### config.mk
export PLATFORM = sky130hd
export DESIGN_NAME = serv_mdu_iter_flat
export DESIGN_NICKNAME = d
export VERILOG_FILES = /design/src/rtl/serv_mdu_pkg.sv /design/src/rtl/serv_mdu_iter_if.sv /design/src/rtl/serv_mdu_negate.sv /design/src/rtl/serv_mdu_iter.sv /design/src/flat_wrapper.sv
export SDC_FILE = /design/constraint.sdc
export NUM_CORES = 1
export LEC_CHECK = 0
export BUFFER_PORTS_ARGS = -buffer_cell sky130_fd_sc_hd__buf_2
export CAP_MARGIN = 20
export CORE_MARGIN = 4
export CORE_UTILIZATION = 60
export CTS_CLUSTER_DIAMETER = 50
export DETAILED_ROUTE_END_ITERATION = 8
export GPL_ROUTABILITY_DRIVEN = 0
export PLACE_DENSITY = 0.89
export SYNTH_ARGS = -nofsm -noshare
export SYNTH_HDL_FRONTEND = slang
export SYNTH_SLANG_ARGS = --single-unit
### constraint.sdc
create_clock -name clk -period 7.04 [get_ports clk]
set_clock_uncertainty 0.05 [all_clocks]
set_input_delay 0.352 -clock clk [delete_from_list [all_inputs] [get_ports clk]]
set_output_delay 0.352 -clock clk [all_outputs]
set_load 0.02 [all_outputs]
### src/rtl/serv_mdu_pkg.sv
// -----------------------------------------------------------------------------
// serv_mdu_pkg
// Shared definitions for the iterative RV32M multiply/divide unit:
//   - operation encodings (RV32M funct3)
//   - one-hot FSM state encoding
//   - iteration count and datapath width
//   - operand signedness helpers
// -----------------------------------------------------------------------------
package serv_mdu_pkg;

  localparam int XLEN      = 32;
  localparam int MDU_STEPS = 32;

  typedef enum logic [2:0] {
    MDU_MUL    = 3'd0,
    MDU_MULH   = 3'd1,
    MDU_MULHSU = 3'd2,
    MDU_MULHU  = 3'd3,
    MDU_DIV    = 3'd4,
    MDU_DIVU   = 3'd5,
    MDU_REM    = 3'd6,
    MDU_REMU   = 3'd7
  } mdu_op_e;

  typedef enum logic [4:0] {
    S_IDLE     = 5'b00001,
    S_RUN      = 5'b00010,
    S_FIX      = 5'b00100,
    S_DONE     = 5'b01000,
    S_WAIT_LOW = 5'b10000
  } mdu_state_e;

  // rs1 is treated as signed for MULH, MULHSU, DIV, REM
  function automatic logic rs1_signed(input mdu_op_e op);
    case (op)
      MDU_MULH, MDU_MULHSU, MDU_DIV, MDU_REM: rs1_signed = 1'b1;
      default:                                rs1_signed = 1'b0;
    endcase
  endfunction

  // rs2 is treated as signed for MULH, DIV, REM
  function automatic logic rs2_signed(input mdu_op_e op);
    case (op)
      MDU_MULH, MDU_DIV, MDU_REM: rs2_signed = 1'b1;
      default:                    rs2_signed = 1'b0;
    endcase
  endfunction

endpackage

### src/rtl/serv_mdu_iter_if.sv
// -----------------------------------------------------------------------------
// serv_mdu_iter_if
// Request/response bundle between the core extension port and the MDU.
//   mdu_valid  request, held until mdu_ready
//   mdu_op     RV32M funct3
//   mdu_rs1    operand a (multiplicand / dividend)
//   mdu_rs2    operand b (multiplier / divisor)
//   mdu_rd     result, valid while mdu_ready is high
//   mdu_ready  single-cycle completion pulse
// master = core side, slave = MDU side.
// -----------------------------------------------------------------------------
interface serv_mdu_iter_if;
  import serv_mdu_pkg::*;

  logic            mdu_valid;
  logic [2:0]      mdu_op;
  logic [XLEN-1:0] mdu_rs1;
  logic [XLEN-1:0] mdu_rs2;
  logic [XLEN-1:0] mdu_rd;
  logic            mdu_ready;

  modport master (
    output mdu_valid, mdu_op, mdu_rs1, mdu_rs2,
    input  mdu_rd, mdu_ready
  );

  modport slave (
    input  mdu_valid, mdu_op, mdu_rs1, mdu_rs2,
    output mdu_rd, mdu_ready
  );

endinterface

### src/rtl/serv_mdu_negate.sv
// -----------------------------------------------------------------------------
// serv_mdu_negate
// Conditional two's complement of a W-bit value.
//   i_neg  1  negate when high, pass through when low
//   i_val  W  input value
//   o_val  W  result
// -----------------------------------------------------------------------------
module serv_mdu_negate #(
  parameter int W = 32
) (
  input  logic         i_neg,
  input  logic [W-1:0] i_val,
  output logic [W-1:0] o_val
);

  assign o_val = i_neg ? (~i_val + W'(1)) : i_val;

endmodule

### src/rtl/serv_mdu_iter.sv
// -----------------------------------------------------------------------------
// serv_mdu_iter
// Iterative RV32M multiply/divide unit, one partial step per cycle:
// shift-add multiply and restoring division on sign-stripped operands, with a
// final sign fixup. Fixed latency: request accepted in IDLE at cycle 0, ready
// pulse with result in cycle 34.
//   clk     in   clock, rising edge
//   i_rst   in   synchronous active-high reset
//   io_mdu  slave modport of serv_mdu_iter_if (valid/op/rs1/rs2 in,
//           rd/ready out)
// RESET_STRATEGY: "MINI" resets FSM, counter, ready and rd; "NONE" nothing.
// -----------------------------------------------------------------------------
module serv_mdu_iter
  import serv_mdu_pkg::*;
#(
  parameter string RESET_STRATEGY = "MINI"
) (
  input  logic           clk,
  input  logic           i_rst,
  serv_mdu_iter_if.slave io_mdu
);

  localparam bit RST_EN = (RESET_STRATEGY != "NONE");

  mdu_state_e  r_state;
  mdu_state_e  w_state_nxt;
  logic [4:0]  r_cnt;
  mdu_op_e     r_op;
  logic [31:0] r_abs_a;
  logic [31:0] r_abs_b;
  logic        r_sign_a;
  logic        r_sign_b;
  logic        r_bzero;
  logic [63:0] r_acc;
  logic [31:0] r_rd;
  logic        r_ready;

  logic        w_rst;
  logic        w_load;
  logic        w_step;
  logic        w_fix;
  logic        w_last;
  mdu_op_e     w_in_op;
  logic        w_sign_a;
  logic        w_sign_b;
  logic [31:0] w_abs_a;
  logic [31:0] w_abs_b;
  logic [32:0] w_add_a;
  logic [32:0] w_add_b;
  logic        w_add_cin;
  logic [33:0] w_add_sum;
  logic [63:0] w_acc_step;
  logic        w_fix_neg;
  logic [63:0] w_fix_in;
  logic [63:0] w_fix_out;
  logic [31:0] w_result;

  assign w_rst    = i_rst & RST_EN;
  assign w_last   = (r_cnt == 5'(MDU_STEPS - 1));
  assign w_in_op  = mdu_op_e'(io_mdu.mdu_op);
  assign w_sign_a = rs1_signed(w_in_op) & io_mdu.mdu_rs1[31];
  assign w_sign_b = rs2_signed(w_in_op) & io_mdu.mdu_rs2[31];

  serv_mdu_negate #(.W(32)) u_abs_a (
    .i_neg (w_sign_a),
    .i_val (io_mdu.mdu_rs1),
    .o_val (w_abs_a)
  );

  serv_mdu_negate #(.W(32)) u_abs_b (
    .i_neg (w_sign_b),
    .i_val (io_mdu.mdu_rs2),
    .o_val (w_abs_b)
  );

  // State register and iteration counter
  always_ff @(posedge clk) begin
    if (w_rst) begin
      r_state <= S_IDLE;
      r_cnt   <= 5'd0;
    end else begin
      r_state <= w_state_nxt;
      if (w_load) begin
        r_cnt <= 5'd0;
      end else if (w_step) begin
        r_cnt <= r_cnt + 5'd1;
      end else begin
        r_cnt <= r_cnt;
      end
    end
  end

  // Next-state logic
  always_comb begin
    w_state_nxt = r_state;
    case (r_state)
      S_IDLE:     w_state_nxt = io_mdu.mdu_valid ? S_RUN : S_IDLE;
      S_RUN:      w_state_nxt = w_last ? S_FIX : S_RUN;
      S_FIX:      w_state_nxt = S_DONE;
      S_DONE:     w_state_nxt = S_WAIT_LOW;
      // Holding here until valid drops keeps a late-released valid from
      // launching a second operation.
      S_WAIT_LOW: w_state_nxt = io_mdu.mdu_valid ? S_WAIT_LOW : S_IDLE;
      default:    w_state_nxt = S_IDLE;
    endcase
  end

  // FSM-decoded datapath controls
  always_comb begin
    w_load = 1'b0;
    w_step = 1'b0;
    w_fix  = 1'b0;
    case (r_state)
      S_IDLE:  w_load = io_mdu.mdu_valid;
      S_RUN:   w_step = 1'b1;
      S_FIX:   w_fix  = 1'b1;
      default: w_load = 1'b0;
    endcase
  end

  // Shared 33-bit adder operand selection: hi + |a| for multiply,
  // shifted remainder - |b| (as + ~b + 1) for divide
  always_comb begin
    w_add_a   = 33'd0;
    w_add_b   = 33'd0;
    w_add_cin = 1'b0;
    if (r_op[2]) begin
      w_add_a   = r_acc[63:31];
      w_add_b   = ~{1'b0, r_abs_b};
      w_add_cin = 1'b1;
    end else begin
      w_add_a   = {1'b0, r_acc[63:32]};
      w_add_b   = {1'b0, r_abs_a};
      w_add_cin = 1'b0;
    end
  end

  assign w_add_sum = {1'b0, w_add_a} + {1'b0, w_add_b} + {33'd0, w_add_cin};

  // One multiply or divide step on the shared {hi,lo} / {rem,quo} register.
  // In divide, sum[33] is the no-borrow flag, i.e. shifted rem >= |b|.
  always_comb begin
    w_acc_step = r_acc;
    if (r_op[2]) begin
      if (w_add_sum[33]) begin
        w_acc_step = {w_add_sum[31:0], r_acc[30:0], 1'b1};
      end else begin
        w_acc_step = {r_acc[62:0], 1'b0};
      end
    end else begin
      if (r_acc[0]) begin
        w_acc_step = {w_add_sum[32:0], r_acc[31:1]};
      end else begin
        w_acc_step = {1'b0, r_acc[63:1]};
      end
    end
  end

  // Operand latch on acceptance, iteration otherwise
  always_ff @(posedge clk) begin
    if (w_load) begin
      r_op     <= w_in_op;
      r_abs_a  <= w_abs_a;
      r_abs_b  <= w_abs_b;
      r_sign_a <= w_sign_a;
      r_sign_b <= w_sign_b;
      r_bzero  <= (io_mdu.mdu_rs2 == 32'd0);
      r_acc    <= w_in_op[2] ? {32'd0, w_abs_a} : {32'd0, w_abs_b};
    end else if (w_step) begin
      r_acc    <= w_acc_step;
    end else begin
      r_acc    <= r_acc;
    end
  end

  // Result sign: a zero divisor keeps the all-ones quotient unnegated
  always_comb begin
    w_fix_neg = 1'b0;
    case (r_op)
      MDU_MUL, MDU_MULH, MDU_MULHSU, MDU_MULHU: w_fix_neg = r_sign_a ^ r_sign_b;
      MDU_DIV, MDU_DIVU: w_fix_neg = (r_sign_a ^ r_sign_b) & ~r_bzero;
      MDU_REM, MDU_REMU: w_fix_neg = r_sign_a;
      default:           w_fix_neg = 1'b0;
    endcase
  end

  // Value to fix up: full product, or the zero-extended remainder/quotient
  always_comb begin
    w_fix_in = r_acc;
    if (!r_op[2]) begin
      w_fix_in = r_acc;
    end else if (r_op[1]) begin
      w_fix_in = {32'd0, r_acc[63:32]};
    end else begin
      w_fix_in = {32'd0, r_acc[31:0]};
    end
  end

  serv_mdu_negate #(.W(64)) u_fix (
    .i_neg (w_fix_neg),
    .i_val (w_fix_in),
    .o_val (w_fix_out)
  );

  // Output word select
  always_comb begin
    w_result = w_fix_out[31:0];
    if (r_op == MDU_MUL) begin
      w_result = w_fix_out[31:0];
    end else if (!r_op[2]) begin
      w_result = w_fix_out[63:32];
    end else begin
      w_result = w_fix_out[31:0];
    end
  end

  // Registered outputs: result captured in FIX, ready pulses in DONE
  always_ff @(posedge clk) begin
    if (w_rst) begin
      r_ready <= 1'b0;
      r_rd    <= 32'd0;
    end else begin
      r_ready <= w_fix;
      if (w_fix) begin
        r_rd <= w_result;
      end else begin
        r_rd <= r_rd;
      end
    end
  end

  assign io_mdu.mdu_rd    = r_rd;
  assign io_mdu.mdu_ready = r_ready;

endmodule

### src/flat_wrapper.sv
// flat-port wrapper written by rule: the top's interface ports become plain ports
module serv_mdu_iter_flat import serv_mdu_pkg::*;
#(
  parameter string RESET_STRATEGY = "    "
)
  (clk, i_rst, io_mdu_mdu_valid, io_mdu_mdu_op, io_mdu_mdu_rs1, io_mdu_mdu_rs2, io_mdu_mdu_rd, io_mdu_mdu_ready);
  serv_mdu_iter_if io_mdu_i ();
  input  logic clk;
  input  logic i_rst;
  input wire logic [$bits(io_mdu_i.mdu_valid)-1:0] io_mdu_mdu_valid;
  input wire logic [$bits(io_mdu_i.mdu_op)-1:0] io_mdu_mdu_op;
  input wire logic [$bits(io_mdu_i.mdu_rs1)-1:0] io_mdu_mdu_rs1;
  input wire logic [$bits(io_mdu_i.mdu_rs2)-1:0] io_mdu_mdu_rs2;
  output wire logic [$bits(io_mdu_i.mdu_rd)-1:0] io_mdu_mdu_rd;
  output wire logic [$bits(io_mdu_i.mdu_ready)-1:0] io_mdu_mdu_ready;
  assign io_mdu_i.mdu_valid = io_mdu_mdu_valid;
  assign io_mdu_i.mdu_op = io_mdu_mdu_op;
  assign io_mdu_i.mdu_rs1 = io_mdu_mdu_rs1;
  assign io_mdu_i.mdu_rs2 = io_mdu_mdu_rs2;
  assign io_mdu_mdu_rd = io_mdu_i.mdu_rd;
  assign io_mdu_mdu_ready = io_mdu_i.mdu_ready;
  serv_mdu_iter #(.RESET_STRATEGY(RESET_STRATEGY)) u_core (.clk(clk), .i_rst(i_rst), .io_mdu(io_mdu_i));
endmodule
==> Word-level counts from Yosys, hierarchy flattened <==
Cells that the tools add are included.
{ "op_classes": {"n_reduce_logical": 9, "div": 0, "n_eq_ne": 17, "addsub": 6, "order_cmp": 0, "muxes": 26, "mul": 0, "bitwise_logic": 9, "n_shift": 0} }
{ "ops": {"columns": ["cell", "count"], "rows": [
  ["64-bit two-way mux", 7],
  ["32-bit two-way mux", 6],
  ["33-bit two-way mux", 2],
  ["32-bit by 1-bit adder with 32-bit output (second input constant)", 2],
  ["64-bit by 1-bit adder with 64-bit output (second input constant)", 1],
  ["32-bit NOT", 2],
  ["64-bit NOT", 1],
  ["33-bit by 33-bit adder with 34-bit output", 1],
  ["34-bit by 1-bit adder with 34-bit output", 1],
  ["32-bit NOT with 33-bit output", 1],
  ["32-bit zero test", 1],
  ["5-bit one-hot mux with 5 select lines", 1],
  ["3-bit == test (second input constant)", 6],
  ["5-bit == test (second input constant)", 2],
  ["3-bit by 2-bit == test with 1-bit output (second input constant)", 3],
  ["4-bit OR reduction", 2],
  ["3-bit by 1-bit == test with 1-bit output (second input constant)", 2],
  ["1-bit two-way mux", 6],
  ["2-bit OR reduction", 3],
  ["5-bit by 1-bit adder with 5-bit output (second input constant)", 1],
  ["5-bit by 1-bit == test with 1-bit output (second input constant)", 1],
  ["5-bit by 2-bit == test with 1-bit output (second input constant)", 1],
  ["5-bit by 3-bit == test with 1-bit output (second input constant)", 1],
  ["5-bit by 4-bit == test with 1-bit output (second input constant)", 1],
  ["other kinds (10)", 12]
]} }
{ "totals": {"romBits": 0, "latch_bits": 0, "ram_bits": 0, "wordCells": 78, "register_bits": 177, "n_memories": 0, "in_bits": 70, "output_inout_bits": 33} }

==> Logic depth before layout (Yosys ltp) <==
Gate-level depths: netlist of run 1.
{ "logic_depth": {"depth_word": 8, "ltp_mapped": 22} }

==> Modules after synthesis <==
From an unflattened synthesis of run 1, not the netlist that was laid out.
{ "unflattened": {"hier_cells": 1514, "hier_area_um2": 14232.4} }
{ "modules_own_cells": {"columns": ["mod", "n_inst", "cells_each", "area_per_inst_um2"], "rows": [
  ["serv_mdu_iter", 1, 1110, 11029.3],
  ["serv_mdu_negate at u_core.u_fix", 1, 206, 1649.1],
  ["serv_mdu_negate at u_core.u_abs_a ...", 2, 99, 777.0]
]} }

==> Worst setup path after synthesis of run 1 <==
OpenSTA, ideal clock, no wires.
{ "synth_timing": {"kind": "register to register", "startpoint": "register u_core.r_op[2]", "endpoint": "register u_core.r_acc[63], data pin", "t_required_ns": 6.725, "setup_time_ns": 0.265, "t_arrival_ns": 4.743, "stages_incl_launch_ff": 23, "setup_slack_ns": 1.982, "cell_sequence": "edfxtp_1 buf_6 buf_6 buf_4 buf_2 buf_1 clkbuf_1 buf_1 clkbuf_1 nand2_1 o21ai_0 fa_1 inv_1 fa_1 a21o_1 a221oi_1 o21ai_0 nand3_1 a21oi_1 a311oi_1 o21ai_0 a41oi_1 o21ai_0"} }
{ "synth_via": {"elab_chain_len": 7, "word_cells_on_any_way": 10, "cone_classes": "add/sub: 2; mux: 8"} }
{ "synth_rtl": {"columns": ["item", "line_no", "rtl"], "rows": [
  ["from (decl)", "serv_mdu_iter.sv:28", "mdu_op_e r_op;"],
  ["from (signal assigned)", "serv_mdu_iter.sv:162", "r_op <= w_in_op;"],
  ["33-bit two-way mux", "serv_mdu_iter.sv:127", "if (r_op[2]) begin"],
  ["33-bit by 33-bit adder with 34-bit output", "serv_mdu_iter.sv:138", "assign w_add_sum = {1'b0, w_add_a} + {1'b0, w_add_b} + {33'd0, w_add_cin};"],
  ["34-bit by 1-bit adder with 34-bit output", "serv_mdu_iter.sv:138", null],
  ["64-bit two-way mux, on equally long branches", "serv_mdu_iter.sv:151, serv_mdu_iter.sv:145", null],
  ["64-bit two-way mux (*)", "serv_mdu_iter.sv:144", "if (r_op[2]) begin"],
  ["64-bit two-way mux (*)", "serv_mdu_iter.sv:169", "end else if (w_step) begin"],
  ["64-bit two-way mux (*)", "serv_mdu_iter.sv:161", "if (w_load) begin"],
  ["to (signal assigned)", "serv_mdu_iter.sv:168", "r_acc <= w_in_op[2] ? {32'd0, w_abs_a} : {32'd0, w_abs_b};"],
  ["to (signal assigned)", "serv_mdu_iter.sv:170", "r_acc <= w_acc_step;"],
  ["to (signal assigned)", "serv_mdu_iter.sv:172", "r_acc <= r_acc;"],
  ["to (decl)", "serv_mdu_iter.sv:34", "logic [63:0] r_acc;"]
]} }
Mark *: on every way between the ends. The rest lies on a longest branch, timed or not. The select of a mux whose other input is x is not followed.
A chain may end at the register's enable or synchronous reset.

==> Final worst setup path of run 1 <==
{ "layout_timing": {"startpoint": "register u_core.r_op[2]", "endpoint": "register u_core.r_acc[62], data pin"} }
The elaborated chain is that of the path after synthesis.

==> reports/results.tsv, run 1 <==
metric	value	unit
outcome	finished clean	
postCtsSetupBuffers	0	
slew_violations	0	
antenna_left	0	
fillers	1814	
powerDensity	342	mW/mm2
power.static_leakage	5.77	nW
sw_frac_of_total	44.9	%
ir_drop	225	uV
drive_above_1_share	13.6	%
yosysSeqAreaShare	33.6	%
fmax	216	MHz
period_share	65.8	%
synth_edf_count	134	
dp_hpwl	29600	um
cts_resized	0	
grt_usage	29.8	%
end_kind	flip-flop	
p_sw	2.38	mW
tns	0	ps
slowest_delay	680	ps
grt_pass1_vias	12300	
worst-path-max-fanout	145	
crit_family	compound AO/OA/AOI/OAI gates	
ys_dominant_reg_cell	edfxtp_1	
root_buffer	clkbuf_16	
cts_tree	done	
hp-class	input pin to flip-flop	
die-area	0.0267	mm2
cap_violations	0	
period_minus_slack	4630	ps
netlist_top_cells_count	a21oi_1, nor2_1, edfxtp_1	
die_height	163	um
grt_remaining_overflow	0	
synth_area_leaders	edfxtp_1, a21oi_1, mux2i_1	
wl	40900	um
rsz0062_at_grt	no	
core.rowCount	56	
area_growth	7.24	%
drc	0	
port_buffers	102	
core_area	0.0236	mm2
wl_per_cell	20.4	um
diodes	0	
worstSkewPairLatency	460	ps
initial_core_util	61.2	%
ctsHoldBuffers	0	
async_flop_share	0	%
reg2reg_slack	2410	ps
grt_max_degree	146	
syn_area_per_cell	8.66	um2
required	7160	ps
die_width	163	um
p_clk_share	17.6	%
critPathSlowestCell	a2111oi_0	
viasPerCell	6.70	
synth.most_common_cell	a21oi_1	
setup_viol	0	
syn-instance-count	1671	
first_pass_iters	6	
hold_violations	0	
combPwrFrac	49.9	%
arrival	4750	ps
synth_warnings	0	
start_kind	flip-flop	
crit_buf_inv	2	
synth_top_area_share	27.8	%
pin_count	103	
tightest_slew	986	ps
cts_buffers	17	
timing.slew.headroom	34.0	%
drtIter0Drc	2189	
synth_area	0.0145	mm2
sequentialPowerShare	32.5	%
ys_types	84	
syn_nets	1779	
antenna_found_initial	0	
vias	13400	
p_int	2.93	mW
final_nets	1777	
crit_chain	buf_12, mux2_2, ha_1, a21oi_1, o21ai_0, a21oi_1, o21ai_0, a2111oi_0, o41ai_4, buf_4, or2_2, o22ai_1, nor4_1	
cts.reportedPaths.clkPinSlew	70	ps
synth_top_cell_by_area	edfxtp_1	
ys_ff_latch	176	
cts_max_level	4	
cts_buffer_depth	2	
numClockSinks	176	
hold_ws	60.7	ps
critPathKind	flip-flop to flip-flop	
grt_first_pass_wirelength	63300	um
cells in the final DEF, fill, tap and decap left out, drive strengths merged, types with 12 or more instances in the layout:
master,instances
a21oi,170
nor2,156
edfxtp,134
buf,117
o21ai,113
nand2,110
xnor2,92
mux2i,85
a211oi,82
xor2,58
nor3,51
dfxtp,42
nor2b,41
inv,38
ha,36
mux2,32
nand3,29
o31ai,19
clkbuf,17
o211ai,17
a31oi,16
nor4,16
and3,14
a21o,14
or3,13
o22ai,12
o41ai,12
through the flow:
| step | util, % | setup WS, ps | instance area (um2) | std cells | total power [mW] |
|---|---|---|---|---|---|
| after CTS | 65.7 | 2440 | 15500 | 2000 | 5.21 |
| after global placement | 63.3 | 2570 | 14900 | 1969 | 4.17 |
| final | 65.7 | 2410 | 15500 | 2000 | 5.31 |
| after detailed placement | 63.3 | 2460 | 14900 | 1969 | 4.27 |
| after global routing | 65.7 | 2030 | 15500 | 2000 | 5.60 |
| after floorplan | - | 1980 | 14500 | 1671 | 3.66 |
cells by family after synthesis:
family / Yosys count / share of synthesized area [%]
mux: 117 / 8.37
compound gates: 523 / 23.0
fa+ha+maj: 38 / 3.39
flops: 176 / 33.6
simple gates: 497 / 17.6
buf+inv: 170 / 4.92
xor+xnor: 150 / 9.08
worst reg2reg max path: stages (launching register included):
cell,delay (ps)
edfxtp_1,480
buf_12,500
mux2_2,450
ha_1,370
a21oi_1,270
o21ai_0,140
a21oi_1,190
o21ai_0,100
a2111oi_0,680
o41ai_4,180
buf_4,330
or2_2,370
o22ai_1,170
nor4_1,70
registers in the layout (all words and copies together), names as in the netlist:
| signal | flops |
|---|---|
| u_core.io_mdu.mdu_rd | 32 |
| u_core.io_mdu.mdu_ready | 1 |
| u_core.r_abs_a | 32 |
| u_core.r_abs_b | 32 |
| u_core.r_acc | 64 |
| u_core.r_bzero | 1 |
| u_core.r_cnt | 5 |
| u_core.r_op | 3 |
| u_core.r_sign_a | 1 |
| u_core.r_sign_b | 1 |
| u_core.r_state | 4 |
path summary, 6_finish.rpt:
kind,cells after the start,startpoint,to
setup / recovery,13,u_core.r_op[2]$_DFFE_PP_,u_core.r_acc[62]$_SDFFCE_PP0P_
hold / removal,2,io_mdu_mdu_valid,u_core.r_state[0]$_SDFF_PP1_
setup reg to reg,13,u_core.r_op[2]$_DFFE_PP_,u_core.r_acc[62]$_SDFFCE_PP0P_
hold reg to reg,2,u_core.io_mdu.mdu_rd[16]$_SDFFE_PP0P_,u_core.io_mdu.mdu_rd[16]$_SDFFE_PP0P_
final cells by class:
type	count	area, um2	share of cell area, %
clock buffers	17	425	2.74
multi-input cells	1325	8900	57.4
flip-flops and latches	176	4860	31.4
well taps	319	399	2.57
clock inverters	14	149	0.960
repair buffers	117	648	4.18
inverters	32	123	0.791
routing by layer:
layer  vias to the layer above  wire (um)  GRT usage [%]
li1                       6193          -              -
met1                      6170      16300           41.1
met2                       900      17700           46.1
met3                       128       5360           6.23
met4                         0       1490           11.6
met5                         -          0              0
power by group through the flow:
| stage | sequential, mW | clock [mW] | combinational (mW) |
|---|---|---|---|
| final | 1.73 | 0.934 | 2.65 |
| after global routing | 1.74 | 0.977 | 2.88 |
| after CTS | 1.70 | 0.934 | 2.58 |
| after floorplan | 1.47 | 0 | 2.18 |
| after global placement | 1.70 | 0 | 2.47 |
| after detailed placement | 1.71 | 0 | 2.55 |
Power figures use the tool's default switching activity.
==> run 2: changes to the inputs <==
- CORE_UTILIZATION: 60 -> 56
- PLACE_DENSITY: 0.89 -> 0.88
- clock period: 7.04 -> 3.75 ns (I/O delays scaled with it)
==> run 2 against run 1 <==
The run now ends with DRC, setup timing left. Critical endpoint is now u_core.r_acc[51]$_SDFFCE_PP0P_. Combinational power is 150% higher. Via count is 8.4% higher. Clock power is 93% higher. Worst hold slack worse by 22 ps. Sequential power is 78% higher. Routed wire length is 17% higher. Core utilization is 1.5 points higher. Non-clock buffer count is 118 higher. Power is 110% higher. Clock-buffer cell count is 1 higher. Sequential share of layout area is 2.8 points lower. Cell count is 6.5% higher.
==> reports/results.tsv, run 2 (synthesized netlist as in run 1, its figures left out) <==
metric	value	unit
outcome	complete, but fails checks	
violations	DRC, setup timing	
die_height	169	um
vias	14500	
largest_reg_flops	64	
critPathSlowestCell	a2111o_1	
worstSetupPathDepth	15	
worst-path-max-fanout	7	
wl	47700	um
dp_hpwl	32300	um
cts_buffers	17	
slowest_delay	500	ps
tightest_slew	1010	ps
slew_violations	0	
drive_above_1_share	23.1	%
combPwrFrac	57.2	%
hp-class	input pin to flip-flop	
cts_tree	done	
crit_buf_inv	4	
grt_pass1_vias	13000	
arrival	4010	ps
fin_ws	-114	ps
root_buffer	clkbuf_16	
required	3890	ps
crit_chain	buf_6, buf_12, mux2_2, ha_4, a21o_1, a211oi_2, a2111o_1, nand4_1, nand2_2, o41ai_4, buf_4, buf_8, mux2i_1, a21oi_1, a21boi_1	
viasPerCell	6.81	
p_clk_share	15.8	%
die-area	0.0285	mm2
final_common_cell	a21oi_1	
final_nets	1895	
p_sw	5.16	mW
power	11.4	mW
rr_worst_depth	15	
powerDensity	670	mW/mm2
cts_max_level	4	
grt_max_degree	70	
antenna_found_initial	1	
grt_first_pass_wirelength	68500	um
setup_viol	19	
largest_register	u_core.r_acc	
worstSkewPairLatency	450	ps
drtIter0Drc	2660	
drc	2	
pre_cts_ws	13.1	ps
p_int	6.22	mW
layout_common_cells	a21oi_1, nor2_1, edfxtp_1, nand2_1, buf_4	
critPathKind	flip-flop to flip-flop	
grt_remaining_overflow	0	
pin_count	103	
start_kind	flip-flop	
grt_usage	29.6	%
end_kind	flip-flop	
area_growth	17.6	%
period_minus_slack	3860	ps
antenna_left	0	
initial_core_util	57.1	%
timing.slew.headroom	32.3	%
placed_area	0.0157	mm2
design_area	0.0170	mm2
ir_drop	482	uV
diodes	0	
period_share	103	%
wl_per_cell	22.4	um
power.static_leakage	6.43	nW
port_buffers	102	
first_pass_iters	9	
numClockSinks	176	
fmax	259	MHz
cts.reportedPaths.clkPinSlew	80	ps
cap_violations	0	
die_width	169	um
reg2reg_slack	-110	ps
cts_buffer_depth	2	
holdPathStages	2	
core.rowCount	58	
rsz0062_at_grt	yes	
sw_frac_of_total	45.4	%
crit_family	compound AO/OA/AOI/OAI gates	
sequentialPowerShare	27.0	%
hold_violations	0	
core_area	0.0253	mm2
tns	-775	ps
fillers	1836	
==> run 2: cell types whose count changed in the layout (fill, tap and decap cells not counted), moves of 6 or more <==
cell | before | now
o21ai_1 | 8 | 15
ha_2 | 0 | 6
ha_1 | 36 | 23
a21oi_1 | 170 | 156
a21oi_2 | 0 | 14
ha_4 | 0 | 7
buf_6 | 0 | 10
o21ai_0 | 105 | 93
buf_4 | 13 | 105
nor2_2 | 0 | 9
nor2_1 | 156 | 146
==> run 2: area by class of cell <==
class | instances | area (um2) | share of cell area [%]
clock buffer | 18 | 429 | 2.52
timing repair buffer | 235 | 1710 | 10.1
clock inverter | 14 | 160 | 0.942
sequential | 176 | 4860 | 28.6
tap | 330 | 413 | 2.43
inverter | 32 | 123 | 0.721
multi-input combinational | 1325 | 9300 | 54.7
==> run 2: final timing paths <==
kind,startpoint,end
worst max-delay path,u_core.r_op[2]$_DFFE_PP_,u_core.r_acc[51]$_SDFFCE_PP0P_
worst min-delay path,io_mdu_mdu_rs1[31],u_core.r_abs_a[31]$_DFFE_PP_
worst max register to register,u_core.r_op[2]$_DFFE_PP_,u_core.r_acc[51]$_SDFFCE_PP0P_
worst min register to register,u_core.io_mdu.mdu_rd[31]$_SDFFE_PP0P_,u_core.io_mdu.mdu_rd[31]$_SDFFE_PP0P_
==> run 2: layer usage <==
metal,GRT usage (%),part of all wire [%],vias up
li1,-,-,6434
met1,40.4,38,6662
met2,45.9,44,1159
met3,7.33,13,252
met4,10.8,5.0,4
met5,0,0.084,-
==> run 2: metrics by stage <==
stage	hold WS (ps)	util (%)	instances
3_5_place_dp	340	62.0	2067
2_1_floorplan	236	-	1671
6_report	38.5	67.1	2130
3_3_place_gp	337	62.0	2067
4_1_cts	20.6	64.6	2104
5_1_grt	41.1	67.1	2130
==> run 2: timing repair <==
| action | in CTS | in global routing |
|---|---|---|
| gates cloned | 0 | 4 |
| buffers inserted | 0 | 23 |
| hold buffers | 5 | 0 |
| endpoints found under the setup margin | 1 | 41 |
| pin swaps | 0 | 41 |
| resized for setup | 2 | 102 |
| hold endpoints to repair | 5 | 0 |
==> run 2: power groups by stage <==
stage	logic, mW	registers, mW	clock network (mW)
after floorplan	4.21	2.76	0
after global placement	5.34	3.02	0
after detailed placement	5.56	3.04	0
after CTS	5.65	3.01	1.80
after global routing	6.88	3.08	1.87
final	6.51	3.08	1.80
